### src/rtl/ram_arbiter_if.sv
`default_nettype none
// ============================================================================
//  Module   : ram_arbiter_if
//  Purpose  : Bundles the per-core request/response channels, the shared RAM
//             port and the grant debug view of ram_arbiter.
//  Ports    : iREN/iaddr/iwait/iload  - per-core instruction fetch channel
//             dREN/dWEN/daddr/dstore/dwait/dload - per-core data channel
//             ramREN/ramWEN/ramaddr/ramstore/ramload/ramstate - RAM port
//             gnt_valid/gnt_cpu/gnt_data - current grant (debug)
//  Modports : master - cores and RAM model side
//             slave  - arbiter side
//  Revision : 1.0 - initial release
// ============================================================================
interface ram_arbiter_if #(
   parameter int CPUS   = 2,
   parameter int WORD_W = 32,
   parameter int ADDR_W = 32
);
   localparam int c_cpu_w = (CPUS > 1) ? $clog2(CPUS) : 1;

   // core side
   logic [CPUS-1:0]        iREN;
   logic [CPUS*ADDR_W-1:0] iaddr;
   logic [CPUS-1:0]        iwait;
   logic [CPUS*WORD_W-1:0] iload;
   logic [CPUS-1:0]        dREN;
   logic [CPUS-1:0]        dWEN;
   logic [CPUS*ADDR_W-1:0] daddr;
   logic [CPUS*WORD_W-1:0] dstore;
   logic [CPUS-1:0]        dwait;
   logic [CPUS*WORD_W-1:0] dload;

   // RAM side
   logic                   ramREN;
   logic                   ramWEN;
   logic [ADDR_W-1:0]      ramaddr;
   logic [WORD_W-1:0]      ramstore;
   logic [WORD_W-1:0]      ramload;
   logic [1:0]             ramstate;

   // grant debug view
   logic                   gnt_valid;
   logic [c_cpu_w-1:0]     gnt_cpu;
   logic                   gnt_data;

   modport master (
      output iREN, iaddr, dREN, dWEN, daddr, dstore, ramload, ramstate,
      input  iwait, iload, dwait, dload,
      input  ramREN, ramWEN, ramaddr, ramstore,
      input  gnt_valid, gnt_cpu, gnt_data
   );

   modport slave (
      input  iREN, iaddr, dREN, dWEN, daddr, dstore, ramload, ramstate,
      output iwait, iload, dwait, dload,
      output ramREN, ramWEN, ramaddr, ramstore,
      output gnt_valid, gnt_cpu, gnt_data
   );
endinterface
`default_nettype wire

### src/rtl/ram_arbiter.sv
`default_nettype none
// ============================================================================
//  Module   : ram_arbiter
//  Purpose  : Shares one RAM port among CPUS cores, each with an instruction
//             and a data channel. Data beats instructions, round-robin within
//             each class, instruction starvation bounded by STARVE_LIMIT, and
//             the grant is registered and held for the whole RAM transaction.
//  Ports    : CLK  - clock, rising edge
//             nRST - synchronous reset, active high
//             bus  - ram_arbiter_if.slave (core channels, RAM port, grant view)
//  Revision : 1.0 - initial release
// ============================================================================
module ram_arbiter #(
   parameter int CPUS         = 2,
   parameter int WORD_W       = 32,
   parameter int ADDR_W       = 32,
   parameter int STARVE_LIMIT = 4
) (
   input  logic          CLK,
   input  logic          nRST,
   ram_arbiter_if.slave  bus
);

   localparam int c_cpu_w = (CPUS > 1) ? $clog2(CPUS) : 1;
   // A zero limit still needs a 1-bit counter; it simply never moves.
   localparam int c_cnt_w = (STARVE_LIMIT > 0) ? $clog2(STARVE_LIMIT + 1) : 1;

   localparam logic [1:0]         c_ram_access = 2'd2;
   localparam logic [c_cnt_w-1:0] c_starve_max = c_cnt_w'(STARVE_LIMIT);

   typedef enum logic [0:0] {
      S_IDLE  = 1'b0,
      S_GRANT = 1'b1
   } state_t;

   state_t               state_q,   state_d;
   logic [c_cpu_w-1:0]   owner_q,   owner_d;
   logic                 is_data_q, is_data_d;
   logic                 write_q,   write_d;
   logic [c_cpu_w-1:0]   dptr_q,    dptr_d;
   logic [c_cpu_w-1:0]   iptr_q,    iptr_d;
   logic [c_cnt_w-1:0]   starve_q,  starve_d;

   // First requester at or after ptr, searching upward modulo CPUS. The loop
   // runs from the farthest offset down so the nearest one is kept last.
   function automatic logic [c_cpu_w-1:0] rr_pick(
      input logic [CPUS-1:0]    req,
      input logic [c_cpu_w-1:0] ptr
   );
      logic [c_cpu_w-1:0] win;
      int                 idx;
      win = ptr;
      for (int k = CPUS - 1; k >= 0; k--) begin
         idx = int'(ptr) + k;
         if (idx >= CPUS) idx = idx - CPUS;
         if (req[idx]) win = c_cpu_w'(idx);
      end
      return win;
   endfunction

   function automatic logic [c_cpu_w-1:0] next_idx(input logic [c_cpu_w-1:0] cur);
      int idx;
      idx = int'(cur) + 1;
      if (idx >= CPUS) idx = 0;
      return c_cpu_w'(idx);
   endfunction

   logic [CPUS-1:0]    w_dreq;
   logic               w_any_d;
   logic               w_any_i;
   logic               w_starved;
   logic [c_cpu_w-1:0] w_dwin;
   logic [c_cpu_w-1:0] w_iwin;
   logic               w_owner_req;
   logic               w_access;
   logic               w_grant;

   assign w_dreq   = bus.dREN | bus.dWEN;
   assign w_any_d  = |w_dreq;
   assign w_any_i  = |bus.iREN;
   assign w_dwin   = rr_pick(w_dreq,   dptr_q);
   assign w_iwin   = rr_pick(bus.iREN, iptr_q);
   assign w_access = (bus.ramstate == c_ram_access);
   assign w_starved = (STARVE_LIMIT > 0) && (starve_q == c_starve_max) && w_any_i;
   assign w_owner_req = is_data_q ? w_dreq[owner_q] : bus.iREN[owner_q];

   // Reset masks the grant immediately so outputs read idle in the reset
   // cycle itself, not just after the edge.
   assign w_grant = (state_q == S_GRANT) && !nRST;

   // ------------------------------------------------------------------
   // State register
   // ------------------------------------------------------------------
   always_ff @(posedge CLK) begin
      if (nRST) begin
         state_q   <= S_IDLE;
         owner_q   <= '0;
         is_data_q <= 1'b0;
         write_q   <= 1'b0;
         dptr_q    <= '0;
         iptr_q    <= '0;
         starve_q  <= '0;
      end else begin
         state_q   <= state_d;
         owner_q   <= owner_d;
         is_data_q <= is_data_d;
         write_q   <= write_d;
         dptr_q    <= dptr_d;
         iptr_q    <= iptr_d;
         starve_q  <= starve_d;
      end
   end

   // ------------------------------------------------------------------
   // Next-state logic
   // ------------------------------------------------------------------
   always_comb begin
      state_d   = state_q;
      owner_d   = owner_q;
      is_data_d = is_data_q;
      write_d   = write_q;
      dptr_d    = dptr_q;
      iptr_d    = iptr_q;
      starve_d  = starve_q;

      case (state_q)
         S_IDLE: begin
            if (w_any_d || w_any_i) begin
               state_d = S_GRANT;
               if (!w_starved && w_any_d) begin
                  owner_d   = w_dwin;
                  is_data_d = 1'b1;
                  // a simultaneous read+write is treated as a write
                  write_d   = bus.dWEN[w_dwin];
               end else begin
                  owner_d   = w_iwin;
                  is_data_d = 1'b0;
                  write_d   = 1'b0;
               end
            end
         end

         S_GRANT: begin
            if (w_access) begin
               state_d = S_IDLE;
               if (is_data_q) begin
                  dptr_d = next_idx(owner_q);
                  if (w_any_i) begin
                     if (starve_q != c_starve_max) starve_d = starve_q + 1'b1;
                  end else begin
                     starve_d = '0;
                  end
               end else begin
                  iptr_d   = next_idx(owner_q);
                  starve_d = '0;
               end
            end else if (!w_owner_req) begin
               // abandoned grant: no pointer or counter bookkeeping
               state_d = S_IDLE;
            end
         end

         default: state_d = S_IDLE;
      endcase
   end

   // ------------------------------------------------------------------
   // RAM port and grant view
   // ------------------------------------------------------------------
   always_comb begin
      bus.ramREN    = 1'b0;
      bus.ramWEN    = 1'b0;
      bus.ramaddr   = '0;
      bus.ramstore  = '0;
      bus.gnt_valid = 1'b0;
      bus.gnt_cpu   = '0;
      bus.gnt_data  = 1'b0;
      if (w_grant) begin
         bus.ramREN    = !write_q;
         bus.ramWEN    = write_q;
         bus.ramaddr   = is_data_q ? bus.daddr[int'(owner_q)*ADDR_W +: ADDR_W]
                                   : bus.iaddr[int'(owner_q)*ADDR_W +: ADDR_W];
         if (write_q) bus.ramstore = bus.dstore[int'(owner_q)*WORD_W +: WORD_W];
         bus.gnt_valid = 1'b1;
         bus.gnt_cpu   = owner_q;
         bus.gnt_data  = is_data_q;
      end
   end

   // ------------------------------------------------------------------
   // Per-core responses: only the owner sees ramload and a wait release
   // ------------------------------------------------------------------
   always_comb begin
      bus.iwait = '1;
      bus.dwait = '1;
      bus.iload = '0;
      bus.dload = '0;
      for (int k = 0; k < CPUS; k++) begin
         if (w_grant && (owner_q == c_cpu_w'(k))) begin
            if (is_data_q) begin
               bus.dload[k*WORD_W +: WORD_W] = bus.ramload;
               bus.dwait[k] = !w_access;
            end else begin
               bus.iload[k*WORD_W +: WORD_W] = bus.ramload;
               bus.iwait[k] = !w_access;
            end
         end
      end
   end

endmodule
`default_nettype wire
### src/flat_wrapper.sv
// flat-port wrapper written by rule: the top's interface ports become plain ports
module ram_arbiter_flat 
#(
   parameter int CPUS         = 2,
   parameter int WORD_W       = 32,
   parameter int ADDR_W       = 32,
   parameter int STARVE_LIMIT = 4
)
  (CLK, nRST, bus_iREN, bus_iaddr, bus_dREN, bus_dWEN, bus_daddr, bus_dstore, bus_ramload, bus_ramstate, bus_iwait, bus_iload, bus_dwait, bus_dload, bus_ramREN, bus_ramWEN, bus_ramaddr, bus_ramstore, bus_gnt_valid, bus_gnt_cpu, bus_gnt_data);
  ram_arbiter_if #(.CPUS(CPUS), .WORD_W(WORD_W), .ADDR_W(ADDR_W)) bus_i ();
  input  logic CLK;
  input  logic nRST;
  input wire logic [$bits(bus_i.iREN)-1:0] bus_iREN;
  input wire logic [$bits(bus_i.iaddr)-1:0] bus_iaddr;
  input wire logic [$bits(bus_i.dREN)-1:0] bus_dREN;
  input wire logic [$bits(bus_i.dWEN)-1:0] bus_dWEN;
  input wire logic [$bits(bus_i.daddr)-1:0] bus_daddr;
  input wire logic [$bits(bus_i.dstore)-1:0] bus_dstore;
  input wire logic [$bits(bus_i.ramload)-1:0] bus_ramload;
  input wire logic [$bits(bus_i.ramstate)-1:0] bus_ramstate;
  output wire logic [$bits(bus_i.iwait)-1:0] bus_iwait;
  output wire logic [$bits(bus_i.iload)-1:0] bus_iload;
  output wire logic [$bits(bus_i.dwait)-1:0] bus_dwait;
  output wire logic [$bits(bus_i.dload)-1:0] bus_dload;
  output wire logic [$bits(bus_i.ramREN)-1:0] bus_ramREN;
  output wire logic [$bits(bus_i.ramWEN)-1:0] bus_ramWEN;
  output wire logic [$bits(bus_i.ramaddr)-1:0] bus_ramaddr;
  output wire logic [$bits(bus_i.ramstore)-1:0] bus_ramstore;
  output wire logic [$bits(bus_i.gnt_valid)-1:0] bus_gnt_valid;
  output wire logic [$bits(bus_i.gnt_cpu)-1:0] bus_gnt_cpu;
  output wire logic [$bits(bus_i.gnt_data)-1:0] bus_gnt_data;
  assign bus_i.iREN = bus_iREN;
  assign bus_i.iaddr = bus_iaddr;
  assign bus_i.dREN = bus_dREN;
  assign bus_i.dWEN = bus_dWEN;
  assign bus_i.daddr = bus_daddr;
  assign bus_i.dstore = bus_dstore;
  assign bus_i.ramload = bus_ramload;
  assign bus_i.ramstate = bus_ramstate;
  assign bus_iwait = bus_i.iwait;
  assign bus_iload = bus_i.iload;
  assign bus_dwait = bus_i.dwait;
  assign bus_dload = bus_i.dload;
  assign bus_ramREN = bus_i.ramREN;
  assign bus_ramWEN = bus_i.ramWEN;
  assign bus_ramaddr = bus_i.ramaddr;
  assign bus_ramstore = bus_i.ramstore;
  assign bus_gnt_valid = bus_i.gnt_valid;
  assign bus_gnt_cpu = bus_i.gnt_cpu;
  assign bus_gnt_data = bus_i.gnt_data;
  ram_arbiter #(.CPUS(CPUS), .WORD_W(WORD_W), .ADDR_W(ADDR_W), .STARVE_LIMIT(STARVE_LIMIT)) u_core (.CLK(CLK), .nRST(nRST), .bus(bus_i));
endmodule
### config.mk
export PLATFORM = sky130hd
export DESIGN_NAME = ram_arbiter_flat
export DESIGN_NICKNAME = d
export VERILOG_FILES = /design/src/rtl/ram_arbiter_if.sv /design/src/rtl/ram_arbiter.sv /design/src/flat_wrapper.sv
export SDC_FILE = /design/constraint.sdc
export NUM_CORES = 1
export LEC_CHECK = 0
export ABC_CLOCK_PERIOD_IN_PS = 1800
export CORE_AREA = 2 2 170 172
export DETAILED_ROUTE_END_ITERATION = 8
export DIE_AREA = 0 0 172 174
export DONT_BUFFER_PORTS = 1
export PLACE_DENSITY = 0.3
export SYNTH_ARGS = -nofsm -noshare
export SYNTH_HDL_FRONTEND = slang
export SYNTH_SLANG_ARGS = --single-unit
### constraint.sdc
create_clock -name CLK -period 1.8 [get_ports CLK]
set_input_delay 0.27 -clock CLK [delete_from_list [all_inputs] [get_ports CLK]]
set_output_delay 0.27 -clock CLK [all_outputs]
set_load 0.02 [all_outputs]
==> results of run 1 <==
stage by stage:
stage	instance area (sq um)	power, mW	util	hold WS [ns]	worst slack, ns
3_3_place_gp	3702	1.067	0.1311	0.3421	0.07606
5_1_grt	4229	1.731	0.1498	0.09467	-0.1965
3_5_place_dp	3702	1.073	0.1311	0.3384	0.05996
6_report	4232	1.624	0.1499	0.1007	-0.1295
2_1_floorplan	2953	0.9289	-	0.3710	0.1163
4_1_cts	4174	1.649	0.1478	0.09554	-0.1533
worst reg2reg max path, stage by stage, from the launching register on:
cell and delay (ns):
dfxtp_4 0.46, buf_16 0.19, buf_4 0.17, nor2_1 0.05, a211oi_1 0.21, a21oi_1 0.08, o32ai_1 0.22
routing by layer:
metal  wire length (um)  share of wire  vias up  track usage
met4                192          0.014        0      0.01961
li1                   -              -     1323            -
met1               5337           0.39     1449      0.09536
met2               6786           0.50      213       0.1344
met3               1231          0.091       12      0.01935
met5                  0              0        -            0
final cells by class:
type	count	area, sq um	area share
multi-input combinational	322	2820	0.6665
timing repair buffer	56	633.1	0.1496
tap	384	480.5	0.1135
sequential	9	187.7	0.04435
clock buffer	4	78.83	0.01863
inverter	5	21.27	0.005027
antenna	4	10.01	0.002365
synth_stat cells:
cell / count / share of area
nor4b_1: 1 / 0.0030
mux4_2: 32 / 0.24
nand2b_4: 1 / 0.0047
a21o_1: 3 / 0.0076
nor2b_1: 2 / 0.0042
and2_1: 163 / 0.35
nand3b_1: 4 / 0.010
inv_4: 1 / 0.0021
nand3_1: 1 / 0.0017
o211a_1: 1 / 0.0034
clkbuf_1: 16 / 0.020
a31oi_1: 1 / 0.0021
o41ai_1: 1 / 0.0030
nor3_1: 4 / 0.0068
inv_1: 4 / 0.0051
nand2b_1: 1 / 0.0021
buf_4: 6 / 0.015
ha_1: 2 / 0.0085
nor4_1: 1 / 0.0021
mux2i_1: 32 / 0.11
o221a_2: 1 / 0.0038
o21ai_0: 1 / 0.0017
or3_1: 1 / 0.0021
buf_2: 7 / 0.012
nor3b_2: 1 / 0.0042
o21a_1: 1 / 0.0025
nor3_2: 1 / 0.0034
a211oi_1: 2 / 0.0051
and3_1: 1 / 0.0021
nand4b_1: 1 / 0.0030
dfxtp_1: 9 / 0.061
and2b_4: 1 / 0.0034
nand2_1: 5 / 0.0064
a21oi_1: 8 / 0.014
nor2_1: 46 / 0.058
o32ai_1: 1 / 0.0030
a32oi_1: 1 / 0.0030
buf_6: 3 / 0.011
path summary, 6_finish.rpt:
| path | slack (ns) | endpoint | from | cells past startpoint |
|---|---|---|---|---|
| worst max-delay path | -0.13 | bus_ramaddr[23] | u_core.is_data_q | 4 |
| worst min-delay path | 0.10 | u_core.is_data_q | nRST | 1 |
| worst max register to register | 0.32 | u_core.state_q | u_core.is_data_q | 6 |
| worst min register to register | 0.47 | u_core.starve_q[1] | u_core.starve_q[1] | 2 |
where the power goes:
group          internal (mW)  switching (mW)  leakage, nW  total (mW)
Clock                  0.296          0.0960       0.0382       0.392
Sequential             0.213          0.0256       0.0749       0.239
Combinational          0.490           0.503         1.47       0.993
logic make-up (layout without fill, tap and decap cells):
logic type | count (synthesis) | in the layout | synth area share
AO/OA/AOI/OAI | 21 | 21 | 0.04873
AND/OR/NAND/NOR | 235 | 235 | 0.4631
buffers and inverters | 37 | 65 | 0.06610
other | 0 | 4 | 0
multiplexers | 64 | 64 | 0.3525
adder cells (fa/ha/maj) | 2 | 2 | 0.008473
flip-flops | 9 | 9 | 0.06102
flip-flops by register name (all words and copies together), names as in the netlist:
| register | cells |
|---|---|
| u_core.is_data_q | 1 |
| u_core.starve_q | 3 |
| u_core.iptr_q | 1 |
| u_core.owner_q | 1 |
| u_core.dptr_q | 1 |
| u_core.write_q | 1 |
| u_core.state_q | 1 |
repair_timing:
item	CTS	global route
gates resized for setup	174	23
setup endpoints to repair	130	165
pin swaps	1	3
buffers inserted	3	1
gates cloned	4	1
==> flow_summary.yaml, run 1 <==
outcome:
  outcome: "finished, violations left"
  violations: "negative setup slack"
clocking:
  insertion_delay_ns: 0.23
  cts_hold_buf: 0
  clock_tree.root_cell: "clkbuf_16"
  cts_tree: "built"
  cts-buffers-inserted: 3
  cts_htree_levels: 1
  path_clk_slew_ns: 0.04
  clock_path_buffers: 2
  clock_sinks: 9
final_layout:
  layout_commonest_cell: "and2_2"
  area_growth_pct: 43.31
  fillers: 3218
  layout_common_cells: "and2_2, nor2_1, buf_4, and2_4"
  post_layout_nonfiller_instances: 784
  layout-drive-gt1-share: 0.6313
  nNetsFinal: 633
critical_path:
  arrival_ns: 1.66
  crit_path_start_kind: "flip-flop"
  critPathMaxFanout: 5
  cp_cell_sequence: "buf_12 -> buf_16 -> mux4_2 -> and2_4"
  cp_num_buf_inv: 2
  slowest_stage: "mux4_2"
  worstSetupEndpointType: "output port"
  critical-path-max-stage-delay_ns: 0.49
  crit_required_ns: 1.53
  cp_top_family: "multiplexers"
  worstSetupPathType: "reg -> out"
die:
  die_w_um: 172
  die_y_um: 174
  dieArea_sq_um: 29930
  std_cell_rows: 62
  core_sq_um: 28240
  num_io_pins: 435
  initial_core_util: 0.1046
sta:
  period_needed_ns: 1.929
  finalHoldViolations: 0
  fin_crit_sh: 1.072
  rsz0062_at_grt: "true"
  fmax_mhz: 518.3
  slew_headroom: 0.6526
  skew_ns: 0.003638
  maxSlewViolCount: 0
  worstMarginPinSlew_ns: 0.5192
  worst_slack_ns: -0.1295
  final.setup.tns_ns: -4.556
  setup_viol: 66
synthesis:
  yosysSeqAreaShare: 0.06102
  avgSynthCellArea_sq_um: 8.024
  syn-cell-area_sq_um: 2953
  synthCells: 368
  syn-num-nets: 604
  ys_types: 38
  yosysWarnings: 0
  ys_seq_elements: 9
placed_design:
  hpwl_mm: 10.60
  port_buffers: 0
  gp_congestion: 0.8277
  placed_cells: 768
flow_run:
  maxCapViolations: 0
detailed_routing:
  avgViaCountPerCell: 3.823
  routedWlPerCell_um: 17.28
  drt-initial-drc-count: 59
  drc: 0
  num_vias: 2997
  drt-total-wl_mm: 13.55
  drt_pass1_iterations: 4
  ant_nets: 0
hold_path:
  worstHoldPathType: "in -> reg"
global_routing:
  gr-usage-all-layers: 0.07760
  grt_overflow: 0
  grt_pass1_wl_mm: 17.83
  antenna_found_initial: 3
  grt_max_degree: 56
  grt_pass1_vias: 2999
power:
  power.density_nw_per_um2: 383.8
  peakVddDrop_mv: 0.3264
  leakagePower_nw: 1.584
Power figures use the tool's default switching activity.
==> run 2: changes to the inputs <==
--- a/config.mk
+++ b/config.mk
@@ -11,6 +11,7 @@
 export DIE_AREA = 0 0 172 174
 export DONT_BUFFER_PORTS = 1
 export PLACE_DENSITY = 0.3
+export SKIP_CTS_REPAIR_TIMING = 1
 export SYNTH_ARGS = -nofsm -noshare
 export SYNTH_HDL_FRONTEND = slang
 export SYNTH_SLANG_ARGS = --single-unit
==> run 2 against run 1 <==
The run still ends with negative setup slack left. Via count rose by 0.43%. Die area did not move. Sequential power fell by 3%. Clock power is essentially flat. Critical path depth unchanged. Highest routed layer unchanged.
==> flow_summary.yaml, run 2 (synthesis gave the netlist of run 1 again) <==
hold_path:
  hold_end: "u_core.is_data_q"
  min_from: "nRST"
  worstHoldPathCells: 1
  worstHoldPathType: "in -> reg"
global_routing:
  grt_pass1_vias: 2870
  grt_overflow: 0
  grt_max_degree: 56
  grt_pass1_wl_mm: 16.63
  antenna_found_initial: 3
  gr-usage-all-layers: 0.07143
detailed_routing:
  avgViaCountPerCell: 3.815
  drt_pass1_iterations: 6
  routedWlPerCell_um: 17.42
  drt-initial-drc-count: 97
  drt-total-wl_mm: 13.75
  drc: 0
  ant_nets: 0
  num_vias: 3010
power:
  power.density_nw_per_um2: 387.6
  p_sw_frac: 0.3828
  power.internal_mw: 1.021
  peakVddDrop_mv: 0.3347
  p_comb_frac: 0.624
  p_switching_mw: 0.6333
  clkPwrFrac: 0.236
  seqPwrFrac: 0.140
  leakagePower_nw: 1.596
sta:
  maxSlewViolCount: 0
  worstMarginPinSlew_ns: 0.5246
  finalHoldViolations: 0
  period_needed_ns: 1.929
  worst_slack_ns: -0.1288
  hold_slack_ns: 0.1009
  setup_viol: 33
  fmax_mhz: 518.5
  slew_headroom: 0.6490
  rsz0062_at_grt: "true"
  skew_ns: 0.003523
  fin_crit_sh: 1.072
clocking:
  path_clk_slew_ns: 0.04
  cts_tree: "built"
  clock_tree.root_cell: "clkbuf_16"
  cts-buffers-inserted: 3
  clock_sinks: 9
  cts_htree_levels: 1
  insertion_delay_ns: 0.23
  clock_path_buffers: 2
final_layout:
  layout_commonest_cell: "and2_2"
  largest_reg_flops: 3
  regMostFlops: "u_core.starve_q"
  nNetsFinal: 639
  layout_common_cells: "and2_2, nor2_1, buf_4, and2_4, and2_1"
  fin_area_sq_um: 4268
  layout-drive-gt1-share: 0.5846
  area_growth_pct: 44.53
placed_design:
  hpwl_mm: 10.60
  port_buffers: 0
  gp_congestion: 0.8277
  postPlaceCellArea_sq_um: 3702
critical_path:
  crit_required_ns: 1.53
  worstSetupEndpointType: "output port"
  arrival_ns: 1.66
  rrSetupSlack_ns: 0.31
  r2r_cells: 8
  critPathMaxFanout: 5
  worstSetupPathType: "reg -> out"
  timing.rr.start: "u_core.is_data_q"
  reg2reg_to: "u_core.state_q"
  crit_path_start_kind: "flip-flop"
outcome:
  outcome: "finished, violations left"
  violations: "negative setup slack"
die:
  initial_core_util: 0.1046
  std_cell_rows: 62
  die_w_um: 172
  dieArea_sq_um: 29930
  core_sq_um: 28240
  die_y_um: 174
  num_io_pins: 435
flow_run:
  maxCapViolations: 0
[run 2: changes by cell type in the layout (fill, tap and decap cells not counted), sizes merged]
cell	delta
diode	-1
clkbuf	+2
and2b	+3
buf	+1
[run 2: per-stage QoR]
stage	utilization	setup WS, ns	cells	TNS [ns]	power [mW]
after floorplan	-	0.1163	368	0	0.9289
final	0.1511	-0.1288	789	-1.696	1.654
after global routing	0.1511	-0.1842	789	-5.266	1.763
after global placement	0.1311	0.07606	768	0	1.067
after CTS	0.1339	-0.1883	772	-9.763	1.472
after detailed placement	0.1311	0.05996	768	0	1.073
[run 2: power groups by stage]
stage	combinational (mW)	clock (mW)	sequential, mW
after floorplan	0.703	0	0.226
after global placement	0.837	0	0.229
after detailed placement	0.844	0	0.230
after CTS	0.844	0.402	0.226
after global routing	1.11	0.417	0.233
final	1.03	0.390	0.232
[run 2: how the worst max path moves through the flow]
stage                           from        endpoint  slack [ns]  cells after the start
finish              u_core.is_data_q  bus_ramaddr[8]       -0.13                      4
global route        u_core.is_data_q  bus_ramaddr[8]       -0.18                      4
CTS                 u_core.is_data_q  bus_ramaddr[8]       -0.19                      3
detailed placement  u_core.is_data_q  bus_ramaddr[8]        0.06                      3
global placement    u_core.is_data_q  bus_ramaddr[8]        0.08                      3
floorplan             u_core.state_q   bus_iload[54]        0.12                      6
[run 2: area by class of cell]
type | count | area, sq um
Sequential cell | 9 | 188.9
Tap cell | 384 | 480.5
Fill cell | 3222 | 23970
Clock buffer | 4 | 78.83
Inverter | 5 | 23.77
Timing Repair Buffer | 59 | 658.1
Multi-Input combinational cell | 325 | 2830
Antenna cell | 3 | 7.507
[run 2: critical path, stage by stage, from the launching register on]
cell     delay [ns]
dfxtp_4        0.37
buf_12         0.12
buf_16         0.13
mux4_2         0.54
and2_1         0.25
[run 2: layer usage]
| metal | track usage | vias to the layer above | share of wire |
|---|---|---|---|
| li1 | - | 1334 | - |
| met1 | 0.08625 | 1451 | 0.40 |
| met2 | 0.1260 | 213 | 0.50 |
| met3 | 0.01730 | 12 | 0.092 |
| met4 | 0.01786 | 0 | 0.013 |
| met5 | 0 | - | 0 |
==> run 3: changes to the inputs <==
--- a/config.mk
+++ b/config.mk
@@ -5,10 +5,11 @@
 export SDC_FILE = /design/constraint.sdc
 export NUM_CORES = 1
 export LEC_CHECK = 0
+export ABC_AREA = 1
 export ABC_CLOCK_PERIOD_IN_PS = 1800
-export CORE_AREA = 2 2 170 172
+export CORE_AREA = 2 2 167 169
 export DETAILED_ROUTE_END_ITERATION = 8
-export DIE_AREA = 0 0 172 174
+export DIE_AREA = 0 0 169 171
 export DONT_BUFFER_PORTS = 1
 export PLACE_DENSITY = 0.3
 export SKIP_CTS_REPAIR_TIMING = 1
==> run 3 against run 2 <==
The flow still finishes with violations (negative setup slack). Clock-buffer cell count stayed put. Register-to-register slack improved by 0.17 ns. Critical path depth grew 2. Combinational power grew 62%. Sequential power hardly changed. Cell count grew 28%. Synthesized cell count is 38% higher. Via count is 48% higher. Highest routed layer unchanged. Flip-flop and latch count did not move. Design area increased by 63%. Critical endpoint is now bus_ramaddr[4].
==> flow_summary.yaml, run 3 <==
outcome:
  outcome: "finished, violations left"
  violations: "negative setup slack"
clocking:
  cts-buffers-inserted: 3
  clock_sinks: 9
  clock_tree.root_cell: "clkbuf_16"
  cts_htree_levels: 1
  path_clk_slew_ns: 0.04
  cts_tree: "built"
  insertion_delay_ns: 0.23
  clock_path_buffers: 2
final_layout:
  regMostFlops: "u_core.starve_q"
  area_growth_pct: 118.0
  layout_common_cells: "buf_4, nand2_1, nor3_2, buf_6"
  layout_commonest_cell: "buf_4"
  largest_reg_flops: 3
  layout-drive-gt1-share: 0.5939
  fillers: 2940
  nNetsFinal: 897
detailed_routing:
  route.met2.wl_mm: 10.97
  drt-total-wl_mm: 20.46
  avgViaCountPerCell: 4.414
  drc: 0
  met3_length_mm: 1.137
  ant_nets: 0
  top_layer: "met4"
  drt-initial-drc-count: 139
  num_vias: 4445
  routedWlPerCell_um: 20.32
  drt_pass1_iterations: 4
  wl_met1_mm: 7.828
sta:
  worstMarginPinSlew_ns: 0.4854
  final.setup.tns_ns: -2.824
  worst_slack_ns: -0.09452
  fmax_mhz: 527.8
  rsz0062_at_grt: "true"
  maxSlewViolCount: 0
  skew_ns: 0.001762
  period_needed_ns: 1.895
  finalHoldViolations: 0
  slew_headroom: 0.6764
  fin_crit_sh: 1.053
  setup_viol: 101
synthesis:
  ys.flop_type: "dfxtp_1"
  ys_seq_elements: 9
  yosysSeqAreaShare: 0.05649
  yosysMostFrequentCell: "nand2_1"
  synth_edf_count: 0
  ys_types: 23
  syn-cell-area_sq_um: 3189
  yosysWarnings: 0
  syn-num-nets: 743
  avgSynthCellArea_sq_um: 6.291
  post-synth-top-area-fraction: 0.2009
  synth.area.top_cells: "mux2i_1, nor3_2, nor3_1"
  synthCells: 507
  synth_top_area_cell: "mux2i_1"
  async_reset_ff_frac: 0
  synth_common_cells: "nand2_1, nor3_1, mux2i_1"
power:
  seqPwrFrac: 0.101
  p_switching_mw: 1.179
  p_sw_frac: 0.5139
  p_comb_frac: 0.729
  peakVddDrop_mv: 0.1758
  power.total_mw: 2.295
  leakagePower_nw: 2.890
  clkPwrFrac: 0.170
  power.density_nw_per_um2: 330.0
  power.internal_mw: 1.115
die:
  dieArea_sq_um: 28900
  num_io_pins: 435
  die_w_um: 169
  std_cell_rows: 61
  die_y_um: 171
  core_sq_um: 27320
  initial_core_util: 0.1167
critical_path:
  slowest_stage: "dfxtp_2"
  crit_path_start_kind: "flip-flop"
  critical-path-max-stage-delay_ns: 0.32
  worstSetupEndpointType: "output port"
  timing.rr.start: "u_core.starve_q[0]"
  r2r_cells: 9
  crit_required_ns: 1.53
  critPathMaxFanout: 6
  cp_cell_sequence: "inv_2 -> nor2_4 -> buf_12 -> nand2_8 -> o22ai_1 -> buf_4"
  rrSetupSlack_ns: 0.48
  arrival_ns: 1.62
  reg2reg_to: "u_core.is_data_q"
  worstSetupPathType: "reg -> out"
global_routing:
  grt_max_degree: 60
  grt_pass1_vias: 3672
  gr-usage-all-layers: 0.1008
  antenna_found_initial: 1
  grt_pass1_wl_mm: 21.96
  grt_overflow: 0
hold_path:
  hold_end: "u_core.is_data_q"
  worstHoldPathCells: 1
  worstHoldPathType: "in -> reg"
  min_from: "nRST"
placed_design:
  hpwl_mm: 14.18
  port_buffers: 0
  gp_congestion: 0.7166
flow_run:
  maxCapViolations: 0
run 3: cell count changes after synthesis, moves of 28 or more:
cell     delta
and2_1    -163
nand2_1    +86
nor3_1     +66
nor3_2     +59
inv_1      +47
mux2i_1    +32
mux4_2     -32
o22ai_1    +32
nor2_1     -30
a21oi_1    +28
run 3: per-layer routing:
metal  vias to the layer above  global-route usage
li1                       2074                   -
met1                      2085              0.1130
met2                       262              0.1958
met3                        24            0.009253
met4                         0             0.03828
met5                         -                   0
run 3: how the worst max path moves through the flow:
stage / startpoint / end / slack [ns]
after CTS: u_core.owner_q / bus_iload[12] / -0.19
after global routing: u_core.state_q / bus_ramaddr[23] / -0.15
final: u_core.state_q / bus_ramaddr[4] / -0.09
after global placement: u_core.owner_q / bus_iload[26] / 0.09
after detailed placement: u_core.owner_q / bus_iload[12] / 0.08
after floorplan: u_core.state_q / bus_iload[10] / 0.14
run 3: final cells by class:
class                   instances  area [sq um]  share of cell area
flip-flops and latches          9         188.9             0.02717
well taps                     346         432.9             0.06225
inverters                      54         217.7             0.03131
diodes                          1         2.502           0.0003598
repair buffers                198          2181              0.3136
multi-input cells             395          3852              0.5540
clock buffers                   4         78.83             0.01134
run 3: power groups by stage:
stage               clock network (mW)  logic, mW  registers [mW]
floorplan                            0      0.779           0.221
detailed placement                   0       1.16           0.234
global placement                     0       1.16           0.234
global route                     0.408       1.78           0.234
finish                           0.389       1.67           0.231
CTS                              0.398       1.15           0.231
run 3: per-stage QoR:
stage | worst slack (ns) | hold slack (ns) | instances | util | cell area (sq um)
detailed placement | 0.08348 | 0.3422 | 979 | 0.1762 | 4813
global route | -0.1542 | 0.1033 | 1007 | 0.2545 | 6954
finish | -0.09452 | 0.1040 | 1007 | 0.2545 | 6954
global placement | 0.09014 | 0.3420 | 979 | 0.1762 | 4813
floorplan | 0.1398 | 0.3391 | 507 | - | 3189
CTS | -0.1912 | 0.1009 | 983 | 0.1790 | 4892
run 3: logic make-up after synthesis:
| logic type | Yosys count | synth area share |
|---|---|---|
| compound gates | 82 | 0.1440 |
| fa+ha+maj | 2 | 0.007845 |
| buf+inv | 106 | 0.1530 |
| flops | 9 | 0.05649 |
| mux | 64 | 0.2009 |
| simple gates | 244 | 0.4378 |
run 3: critical path, delay by kind of cell (launching register included):
kind,cells,cell delay [ns]
buffers and inverters,3,0.45
DFF,1,0.32
AOI/OAI and AO/OA,1,0.31
and+or+nand+nor,2,0.31
